$ cat src/rtl/jalu_seq_pkg.sv
// ============================================================================
// Module      : jalu_seq_pkg
// Description : Shared op codes and FSM state encodings for jalu_seq.
// Revision    : 1.0 - initial release
// ============================================================================
`default_nettype none

package jalu_seq_pkg;

  typedef enum logic [2:0] {
    OP_ADD = 3'b000,
    OP_SHR = 3'b001,
    OP_SHL = 3'b010,
    OP_NOT = 3'b011,
    OP_AND = 3'b100,
    OP_OR  = 3'b101,
    OP_XOR = 3'b110,
    OP_CMP = 3'b111
  } op_e;

  typedef enum logic [1:0] {
    ST_IDLE  = 2'd0,
    ST_SHIFT = 2'd1,
    ST_DONE  = 2'd2
  } state_e;

  function automatic logic is_shift(input op_e op);
    return (op == OP_SHR) || (op == OP_SHL);
  endfunction

endpackage : jalu_seq_pkg

`default_nettype wire

$ cat src/rtl/jalu_seq_jaluc.sv
// ============================================================================
// Module      : jaluc
// Description : Single-cycle combinational datapath: add, logic ops, compare.
// Revision    : 1.0 - initial release
// ============================================================================
`default_nettype none

module jaluc
  import jalu_seq_pkg::*;
#(
  parameter int WIDTH = 8
) (
  input  logic [2:0]       op,
  input  logic [WIDTH-1:0] a,
  input  logic [WIDTH-1:0] b,
  input  logic             ci,
  output logic [WIDTH-1:0] res,
  output logic             co,
  output logic             eq,
  output logic             alarger
);

  localparam logic [WIDTH-1:0] C_ZERO = '0;

  always_comb begin
    res = C_ZERO;
    co  = 1'b0;
    case (op_e'(op))
      OP_ADD:         {co, res} = {1'b0, a} + {1'b0, b} + {C_ZERO, ci};
      OP_NOT:         res = ~a;
      OP_AND:         res = a & b;
      OP_OR:          res = a | b;
      OP_XOR, OP_CMP: res = a ^ b;
      // Shift ops are sequenced by the parent; pass the operand through.
      default:        res = a;
    endcase
  end

  assign eq      = (a == b);
  assign alarger = (a > b);

endmodule : jaluc

`default_nettype wire

$ cat src/rtl/jalu_seq.sv
// ============================================================================
// Module      : jalu_seq
// Description : Sequential ALU; single-cycle ops via jaluc, shifts one bit/cycle.
// Revision    : 1.0 - initial release
// ============================================================================
`default_nettype none

module jalu_seq
  import jalu_seq_pkg::*;
#(
  parameter int WIDTH = 8,
  parameter int SHW   = 3
) (
  input  logic             clk,
  input  logic             reset,
  input  logic             start,
  input  logic [2:0]       op,
  input  logic [WIDTH-1:0] a,
  input  logic [WIDTH-1:0] b,
  input  logic             ci,
  input  logic [SHW-1:0]   shamt,
  output logic             busy,
  output logic             done,
  output logic [WIDTH-1:0] c,
  output logic             co,
  output logic             eq,
  output logic             alarger,
  output logic             z
);

  localparam logic [SHW-1:0] C_CNT_ONE = SHW'(1);

  state_e           r_state;
  state_e           w_state_nxt;
  logic [SHW-1:0]   r_count;
  logic             r_ci;
  logic             r_shl;
  logic             w_accept;
  logic             w_is_shift;
  logic [SHW-1:0]   w_count_init;
  logic [WIDTH-1:0] w_res;
  logic             w_co;
  logic             w_eq;
  logic             w_gt;
  logic [WIDTH-1:0] w_step_val;
  logic             w_step_co;
  logic             w_last_step;

  jaluc #(
    .WIDTH (WIDTH)
  ) u_jaluc (
    .op      (op),
    .a       (a),
    .b       (b),
    .ci      (ci),
    .res     (w_res),
    .co      (w_co),
    .eq      (w_eq),
    .alarger (w_gt)
  );

  assign w_accept     = start && (r_state == ST_IDLE);
  assign w_is_shift   = is_shift(op_e'(op));
  assign w_count_init = (shamt == '0) ? C_CNT_ONE : shamt;
  assign w_last_step  = (r_count == C_CNT_ONE);

  // SHR shifts toward the LSB with the fill entering at the MSB; SHL mirrors.
  assign w_step_val = r_shl ? {c[WIDTH-2:0], r_ci} : {r_ci, c[WIDTH-1:1]};
  assign w_step_co  = r_shl ? c[WIDTH-1] : c[0];

  always_ff @(posedge clk) begin
    if (reset) begin
      r_state <= ST_IDLE;
    end else begin
      r_state <= w_state_nxt;
    end
  end

  always_comb begin
    w_state_nxt = r_state;
    case (r_state)
      ST_IDLE: begin
        if (start) begin
          w_state_nxt = w_is_shift ? ST_SHIFT : ST_DONE;
        end
      end
      ST_SHIFT: begin
        if (w_last_step) begin
          w_state_nxt = ST_DONE;
        end
      end
      ST_DONE: w_state_nxt = ST_IDLE;
      default: w_state_nxt = ST_IDLE;
    endcase
  end

  always_ff @(posedge clk) begin
    if (reset) begin
      r_count <= '0;
      r_ci    <= 1'b0;
      r_shl   <= 1'b0;
      c       <= '0;
      co      <= 1'b0;
      eq      <= 1'b0;
      alarger <= 1'b0;
      z       <= 1'b0;
    end else if (w_accept) begin
      eq      <= w_eq;
      alarger <= w_gt;
      if (w_is_shift) begin
        c       <= a;
        r_count <= w_count_init;
        r_ci    <= ci;
        r_shl   <= (op_e'(op) == OP_SHL);
      end else begin
        c       <= w_res;
        co      <= w_co;
        z       <= (w_res == '0);
      end
    end else if (r_state == ST_SHIFT) begin
      c       <= w_step_val;
      co      <= w_step_co;
      r_count <= r_count - C_CNT_ONE;
      // z only tracks completed results, so it moves on the final step alone.
      if (w_last_step) begin
        z <= (w_step_val == '0);
      end
    end
  end

  assign busy = (r_state != ST_IDLE);
  assign done = (r_state == ST_DONE);

endmodule : jalu_seq

`default_nettype wire

$ cat config.mk
export PLATFORM = sky130hd
export DESIGN_NAME = jalu_seq
export DESIGN_NICKNAME = d
export VERILOG_FILES = /design/src/rtl/jalu_seq_pkg.sv /design/src/rtl/jalu_seq_jaluc.sv /design/src/rtl/jalu_seq.sv
export SDC_FILE = /design/constraint.sdc
export NUM_CORES = 1
export LEC_CHECK = 0
export CORE_MARGIN = 3
export CORE_UTILIZATION = 25
export DETAILED_ROUTE_END_ITERATION = 16
export PLACE_DENSITY_LB_ADDON = 0.25
export SLEW_MARGIN = 0
export SYNTH_ARGS = -nofsm -noshare
export SYNTH_HDL_FRONTEND = slang
export SYNTH_SLANG_ARGS = --single-unit
$ cat constraint.sdc
create_clock -name clk -period 2.47 [get_ports clk]
set_input_delay 0.3705 -clock clk [delete_from_list [all_inputs] [get_ports clk]]
set_output_delay 0.3705 -clock clk [all_outputs]
set_load 0.01 [all_outputs]
==> out/qor.csv, run 1 <==
stage,metric,value,unit
outcome,status,completed,
die,Core Area,8340,sq um
grt,vias in the first global route,2507,
synth,synth unique cells,57,
clocking,TritonCTS Buffers,3,
worst_setup_path,WP buf/inv,3,
synth,number of flops mapped to enable cells by yosys,0,
finish,"commonest cells after routing, fill and taps aside","buf_4, clkdlybuf4s50_1, a21oi_1, inv_1, ha_1",
grt,Total Routing Usage GR,0.147,
grt,first-pass GRT wire length,11900,um
route,Via density,4.98,
synth,syn nets,343,
sta,achievable frequency,430,MHz
worst_setup_path,RR Startpoint,r_state[1]$_SDFFE_PP0P_,
route,Total Wirelength,7240,um
worst_setup_path,Worst path max stage delay,480,ps
synth,"flops & latches, synth",19,
worst_setup_path,Worst Setup SP,a[4],
sta,final setup margin,145,ps
placement,DP Worst Slack,-587,ps
synth,synthesized area per cell,7.52,sq um
synth,"top cells by area, synth","dfxtp_1, ha_1, a21oi_1",
sta,Final Cycle Share,0.941,
synth,sequential area share after synthesis,0.175,
grt,global route overflow,0,
clocking,number of clock sinks,19,
synth,Synth top area share,0.175,
route,Wirelength per Cell,14.5,um
worst_setup_path,"Critical Path, Cell by Cell",clkdlybuf4s50_1 -> inv_1 -> ha_1 -> buf_4 -> nor3_1 -> nor2_1 -> nand4_1 -> o21ai_0 -> or2_2 -> o41ai_2,
worst_hold_path,Hold Path Depth,2,
synth,Post-synth ARST share,0,
clocking,CTS H-tree lvls,1,
placement,# port buffers,39,
die,Core Rows,33,
worst_hold_path,worst hold path endpoint,r_count[1]$_SDFFE_PP0P_,
finish,Nets,450,
finish,# diodes,0,
sta,actual slew at the worst max-slew pin,406,ps
die,Initial Utilization,0.260,
grt,largest net degree at the start of global routing,22,
worst_setup_path,"delay-heaviest family, CP",buffers and inverters,
worst_setup_path,CP Max Fanout,4,
sta,minimum clock period,2320,ps
worst_setup_path,worst reg2reg path depth,6,
die,I/O pin count,40,
worst_setup_path,crit start category,input port,
worst_setup_path,"Slowest-stage cell, CP",clkdlybuf4s50_1,
sta,Max Slew Vio Count,0,
worst_hold_path,HP Start,r_count[1]$_SDFFE_PP0P_,
finish,share of cells above drive strength 1,0.268,
power,Pwr Density,374,nW/um^2
worst_setup_path,critical path data required time,2640,ps
sta,final count of negative-setup-slack endpoints,0,
finish,synthesis-to-layout area growth,50.3,%
worst_setup_path,Worst R2R Setup Slack,650,ps
sta,RSZ-0062 raised after global routing,no,
worst_setup_path,reg-to-reg endpoint,r_count[0]$_SDFFE_PP0P_,
power,Leakage,1.44,nW
route,drt first-iter violations,70,
power,Worst VDD drop,0.164,mV
sta,final hold violations,0,
sta,Hold WS,473,ps
placement,RD Place Congestion,0.883,
die,die width,99.2,um
clocking,cts-stage hold buffer count,0,
synth,Cells after Synth,289,
clocking,Root Driver,clkbuf_8,
sta,Clock Skews,1.99,ps
sta,setup_tns,0,ps
route,Final ANT Viol Nets,0,
finish,Non-Filler Instances,500,
worst_hold_path,worst hold path class,reg -> reg,
sta,Slew headroom,0.728,
grt,antenna violations before repair,0,
job,Max Cap Viol,0,
route,DR pass1 iterations,4,
synth,synth warn,0,
synth,"area leader, netlist",dfxtp_1,
die,Die Span Y,99.2,um
synth,Post-Syn Area,2170,sq um
clocking,CTS clock-pin slew for the worst setup and hold paths,70,ps
route,drc violations,0,
synth,Synth Flop Type,dfxtp_1,
finish,"most common cell after layout, fill and taps aside",buf_4,
power,Design Power,1.22,mW
clocking,CTS Buffer Depth,2,
worst_setup_path,Worst setup EP type,flop,
clocking,CTS tree,built,
route,vias,2489,
clocking,clk_lat worst skew,260,ps
placement,dpl hpwl,5900,um
worst_setup_path,Worst EP arrival,2500,ps
die,die area,9840,sq um
worst_setup_path,CP Class,in -> reg,
placement,DP Cell Count,492,
## Yosys cell counts, types with 2 or more instances
library cell  count
a2111oi_0         2
a211oi_1          8
a21oi_1          25
a31oi_1           3
and2_1            2
buf_2             2
clkbuf_1          8
dfxtp_1          19
fa_1              2
ha_1             26
inv_1            28
mux2_2            2
mux2i_1           8
nand2_1          17
nand2b_1          7
nand3_1          10
nor2_1           21
nor2b_1           5
nor3_1           13
nor4_1            4
o211ai_1          7
o21a_1            2
o21ai_0          21
o21bai_1          3
o22ai_1           3
o31ai_1           5
or2_2             3
or3_1             4
## state kept, by name, summed over array words and instances (netlist names)
name and count:
alarger 1, c 8, co 1, eq 1, r_ci 1, r_count 3, r_shl 1, r_state 2
z 1
## where the power goes
group          switching, mW  leakage (nW)  total [mW]  internal, mW
sequential            0.0357         0.156       0.373         0.338
clock                  0.114        0.0255       0.226         0.112
combinational          0.295          1.26       0.622         0.327
total                  0.445          1.44        1.22         0.777
## worst register-to-register path: cells and delay by family (launching register included)
| family | cells | cell delay [ps] |
|---|---|---|
| and+or+nand+nor | 4 | 1060 |
| DFF | 1 | 340 |
| AOI/OAI and AO/OA | 2 | 320 |
## what timing repair did
action / CTS / global route
pin swaps: 6 / 7
setup endpoints to repair: 3 / 3
resized for setup: 17 / 14
buffers inserted: 4 / 0
## final cells by class
| cell class | count | area, sq um |
|---|---|---|
| sequential | 19 | 380 |
| clock buffer | 3 | 41.3 |
| clock inverter | 1 | 5.00 |
| fill | 905 | 5070 |
| multi-input combinational | 229 | 1650 |
| inverter | 28 | 105 |
| tap | 105 | 131 |
| timing repair buffer | 115 | 951 |
## cells by family after synthesis
logic type / Yosys count / synth area share
buf+inv: 41 / 0.0829
mux: 11 / 0.0576
xor+xnor: 2 / 0.0115
fa+ha+maj: 28 / 0.168
simple gates: 93 / 0.216
compound gates: 95 / 0.289
flops: 19 / 0.175
## layer usage
metal	global-route usage	vias to the layer above	routed length, um
met5	0	-	0
met1	0.193	1161	3410
met3	0.0154	10	277
met4	0.0452	0	138
li1	-	1270	-
met2	0.252	48	3410
## worst max-delay path by stage
stage                           to  cells after the start
floorplan           z$_SDFFE_PP0P_                      9
CTS                 z$_SDFFE_PP0P_                      9
detailed placement  z$_SDFFE_PP0P_                     10
global placement    z$_SDFFE_PP0P_                     10
finish              z$_SDFFE_PP0P_                     10
global route        z$_SDFFE_PP0P_                      8
## per-stage QoR
| step | instance area [sq um] | utilization |
|---|---|---|
| 2_1_floorplan | 2170 | - |
| 6_report | 3270 | 0.392 |
| 3_3_place_gp | 3160 | 0.379 |
| 3_5_place_dp | 3160 | 0.379 |
| 4_1_cts | 3250 | 0.390 |
| 5_1_grt | 3270 | 0.392 |
No activity file was read; power rests on OpenSTA's default activity.
==> run 2, diff against run 1 <==
- CTS_CLUSTER_DIAMETER: default -> 200
==> results of run 2 <==
Same layout as run 1: the final DEF is identical, and so are final timing and power.
==> run 3, diff against run 2 <==
- CAP_MARGIN: default -> 40
- CORE_UTILIZATION: 25 -> 40
==> out/qor.csv, run 3 (synthesis results as in run 1) <==
stage,metric,value,unit,change
worst_setup_path,"Critical Path, Cell by Cell",clkdlybuf4s50_1 -> buf_6 -> or2b_1 -> o22ai_1 -> a222oi_1 -> nand3_1 -> or4_4 -> o41ai_2,,was clkdlybuf4s50_1 -> inv_1 -> ha_1 -> buf_4 -> nor3_1 -> nor2_1 -> nand4_1 -> o21ai_0 -> or2_2 -> o41ai_2
sta,final hold violations,0,,unchanged
sta,setup_tns,0,ps,unchanged
sta,final count of negative-setup-slack endpoints,0,,unchanged
route,Via density,5.49,,was 4.98
route,Final ANT Viol Nets,0,,unchanged
worst_hold_path,Hold Path Depth,2,,unchanged
worst_setup_path,crit start category,input port,,unchanged
sta,minimum clock period,2450,ps,was 2320 ps
finish,Largest regs,"c: 8 flops, r_count: 3 flops, r_state: 2 flops",,unchanged
route,drc violations,0,,unchanged
placement,dpl hpwl,5540,um,was 5900 um
die,I/O pin count,40,,unchanged
finish,sequential cell area,380,sq um,unchanged
sta,RSZ-0062 raised after global routing,yes,,was no
job,Max Cap Viol,0,,unchanged
die,Core Rows,26,,was 33
placement,RD Place Congestion,0.900,,was 0.883
clocking,Root Driver,clkbuf_8,,unchanged
finish,multi-input logic area,1670,sq um,was 1650 sq um
clocking,CTS Buffer Depth,2,,unchanged
worst_setup_path,Worst path max stage delay,530,ps,was 480 ps
worst_setup_path,worst reg2reg path depth,5,,was 6
placement,DP Worst Slack,-571,ps,was -587 ps
clocking,TritonCTS Buffers,3,,unchanged
grt,first-pass GRT wire length,11300,um,was 11900 um
finish,synthesis-to-layout area growth,49.5,%,was 50.3%
worst_hold_path,HP Start,r_count[1]$_SDFFE_PP0P_,,unchanged
clocking,clk_lat worst skew,260,ps,about the same
placement,# port buffers,39,,unchanged
die,Core Area,5170,sq um,was 8340 sq um
die,Initial Utilization,0.420,,was 0.260
worst_setup_path,"Slowest-stage cell, CP",or4_4,,was clkdlybuf4s50_1
finish,"most common cell after layout, fill and taps aside",buf_4,,unchanged
sta,Final Cycle Share,0.993,,was 0.941
finish,Final Util,0.628,,was 0.392
finish,Largest register FFs,8,,unchanged
finish,"commonest cells after routing, fill and taps aside","buf_4, clkdlybuf4s50_1, a21oi_1, ha_1, inv_1",,"was buf_4, clkdlybuf4s50_1, a21oi_1, inv_1, ha_1"
worst_setup_path,WP buf/inv,2,,was 3
clocking,CTS clock-pin slew for the worst setup and hold paths,70,ps,about the same
power,Worst VDD drop,0.180,mV,was 0.164 mV
finish,share of cells above drive strength 1,0.269,,was 0.268
clocking,cts-stage hold buffer count,0,,unchanged
route,drt first-iter violations,121,,was 70
route,DR pass1 iterations,4,,unchanged
placement,DP Cell Count,448,,was 492
die,die width,79.7,um,was 99.2 um
worst_setup_path,CP Max Fanout,9,,was 4
sta,Max Slew Vio Count,0,,unchanged
finish,Nets,445,,was 450
clocking,number of clock sinks,19,,unchanged
sta,achievable frequency,408,MHz,was 430 MHz
finish,fin area,3250,sq um,was 3270 sq um
power,Leakage,1.47,nW,was 1.44 nW
power,Pwr Density,373,nW/um^2,was 374 nW/um^2
grt,antenna violations before repair,0,,unchanged
die,Die Span Y,79.7,um,was 99.2 um
worst_setup_path,Worst setup EP type,flop,,unchanged
worst_setup_path,"delay-heaviest family, CP",compound AO/OA/AOI/OAI gates,,was buffers and inverters
worst_setup_path,critical path data required time,2630,ps,was 2640 ps
worst_setup_path,reg-to-reg endpoint,z$_SDFFE_PP0P_,,was r_count[0]$_SDFFE_PP0P_
sta,Hold WS,467,ps,was 473 ps
placement,Placed Area,3050,sq um,was 3160 sq um
sta,final setup margin,18.1,ps,was 145 ps
grt,largest net degree at the start of global routing,22,,unchanged
finish,Fill cells,468,,was 905
die,die area,6350,sq um,was 9840 sq um
route,Total Wirelength,7010,um,was 7240 um
outcome,status,completed,,unchanged
clocking,CTS tree,built,,unchanged
sta,Slew headroom,0.548,,was 0.728
clocking,CTS H-tree lvls,1,,unchanged
worst_setup_path,CP Class,in -> reg,,unchanged
worst_setup_path,RR Startpoint,r_state[1]$_SDFFE_PP0P_,,unchanged
finish,Non-Filler Instances,461,,was 500
grt,global route overflow,0,,unchanged
sta,actual slew at the worst max-slew pin,676,ps,was 406 ps
worst_setup_path,Worst R2R Setup Slack,460,ps,was 650 ps
power,Design Power,1.21,mW,was 1.22 mW
worst_hold_path,worst hold path class,reg -> reg,,unchanged
grt,vias in the first global route,2340,,was 2507
route,Wirelength per Cell,15.2,um,was 14.5 um
worst_hold_path,worst hold path endpoint,r_count[1]$_SDFFE_PP0P_,,unchanged
sta,Clock Skews,3.16,ps,was 1.99 ps
grt,Total Routing Usage GR,0.222,,was 0.147
worst_setup_path,Worst EP arrival,2610,ps,was 2500 ps
route,vias,2532,,was 2489
finish,Reg with most FFs,c,,unchanged
-- run 3: worst max-delay path by stage --
stage / startpoint / end / slack [ps] / cells past startpoint
final: op[2] / z$_SDFFE_PP0P_ / 20 / 8
after global placement: a[0] / z$_SDFFE_PP0P_ / -470 / 10
after CTS: b[0] / z$_SDFFE_PP0P_ / 4 / 9
after global routing: a[0] / z$_SDFFE_PP0P_ / -150 / 9
after detailed placement: a[0] / z$_SDFFE_PP0P_ / -570 / 10
after floorplan: a[0] / z$_SDFFE_PP0P_ / 110 / 9
-- run 3: timing repair --
| item | in CTS | in global routing |
|---|---|---|
| setup buffers | 1 | 7 |
| endpoints found under the setup margin | 4 | 3 |
| resized for setup | 12 | 34 |
| cloned | 0 | 0 |
| pin swaps | 9 | 8 |
-- run 3: final cells by class --
type                       instances  area share
multi-input combinational        229       0.514
timing repair buffer             110       0.295
sequential                        19       0.117
inverter                          28      0.0324
tap                               70      0.0270
clock buffer                       4      0.0139
antenna                            1    0.000771
-- run 3: layer usage --
| metal | GRT usage | share of wire | vias to the layer above |
|---|---|---|---|
| li1 | - | - | 1256 |
| met1 | 0.294 | 0.43 | 1171 |
| met2 | 0.370 | 0.49 | 88 |
| met3 | 0.0260 | 0.059 | 17 |
| met4 | 0.0773 | 0.023 | 0 |
| met5 | 0 | 0 | - |
-- run 3: power by group --
group          internal [mW]  switching (mW)
logic                  0.324           0.300
registers              0.338          0.0336
clock network          0.115           0.100
-- run 3: worst reg2reg max path, stage by stage, from the launching register on --
cell and delay (ps):
dfxtp_1 340, or3b_1 410, o22ai_1 250, nor2_1 70, or4_4 480, o41ai_2 350
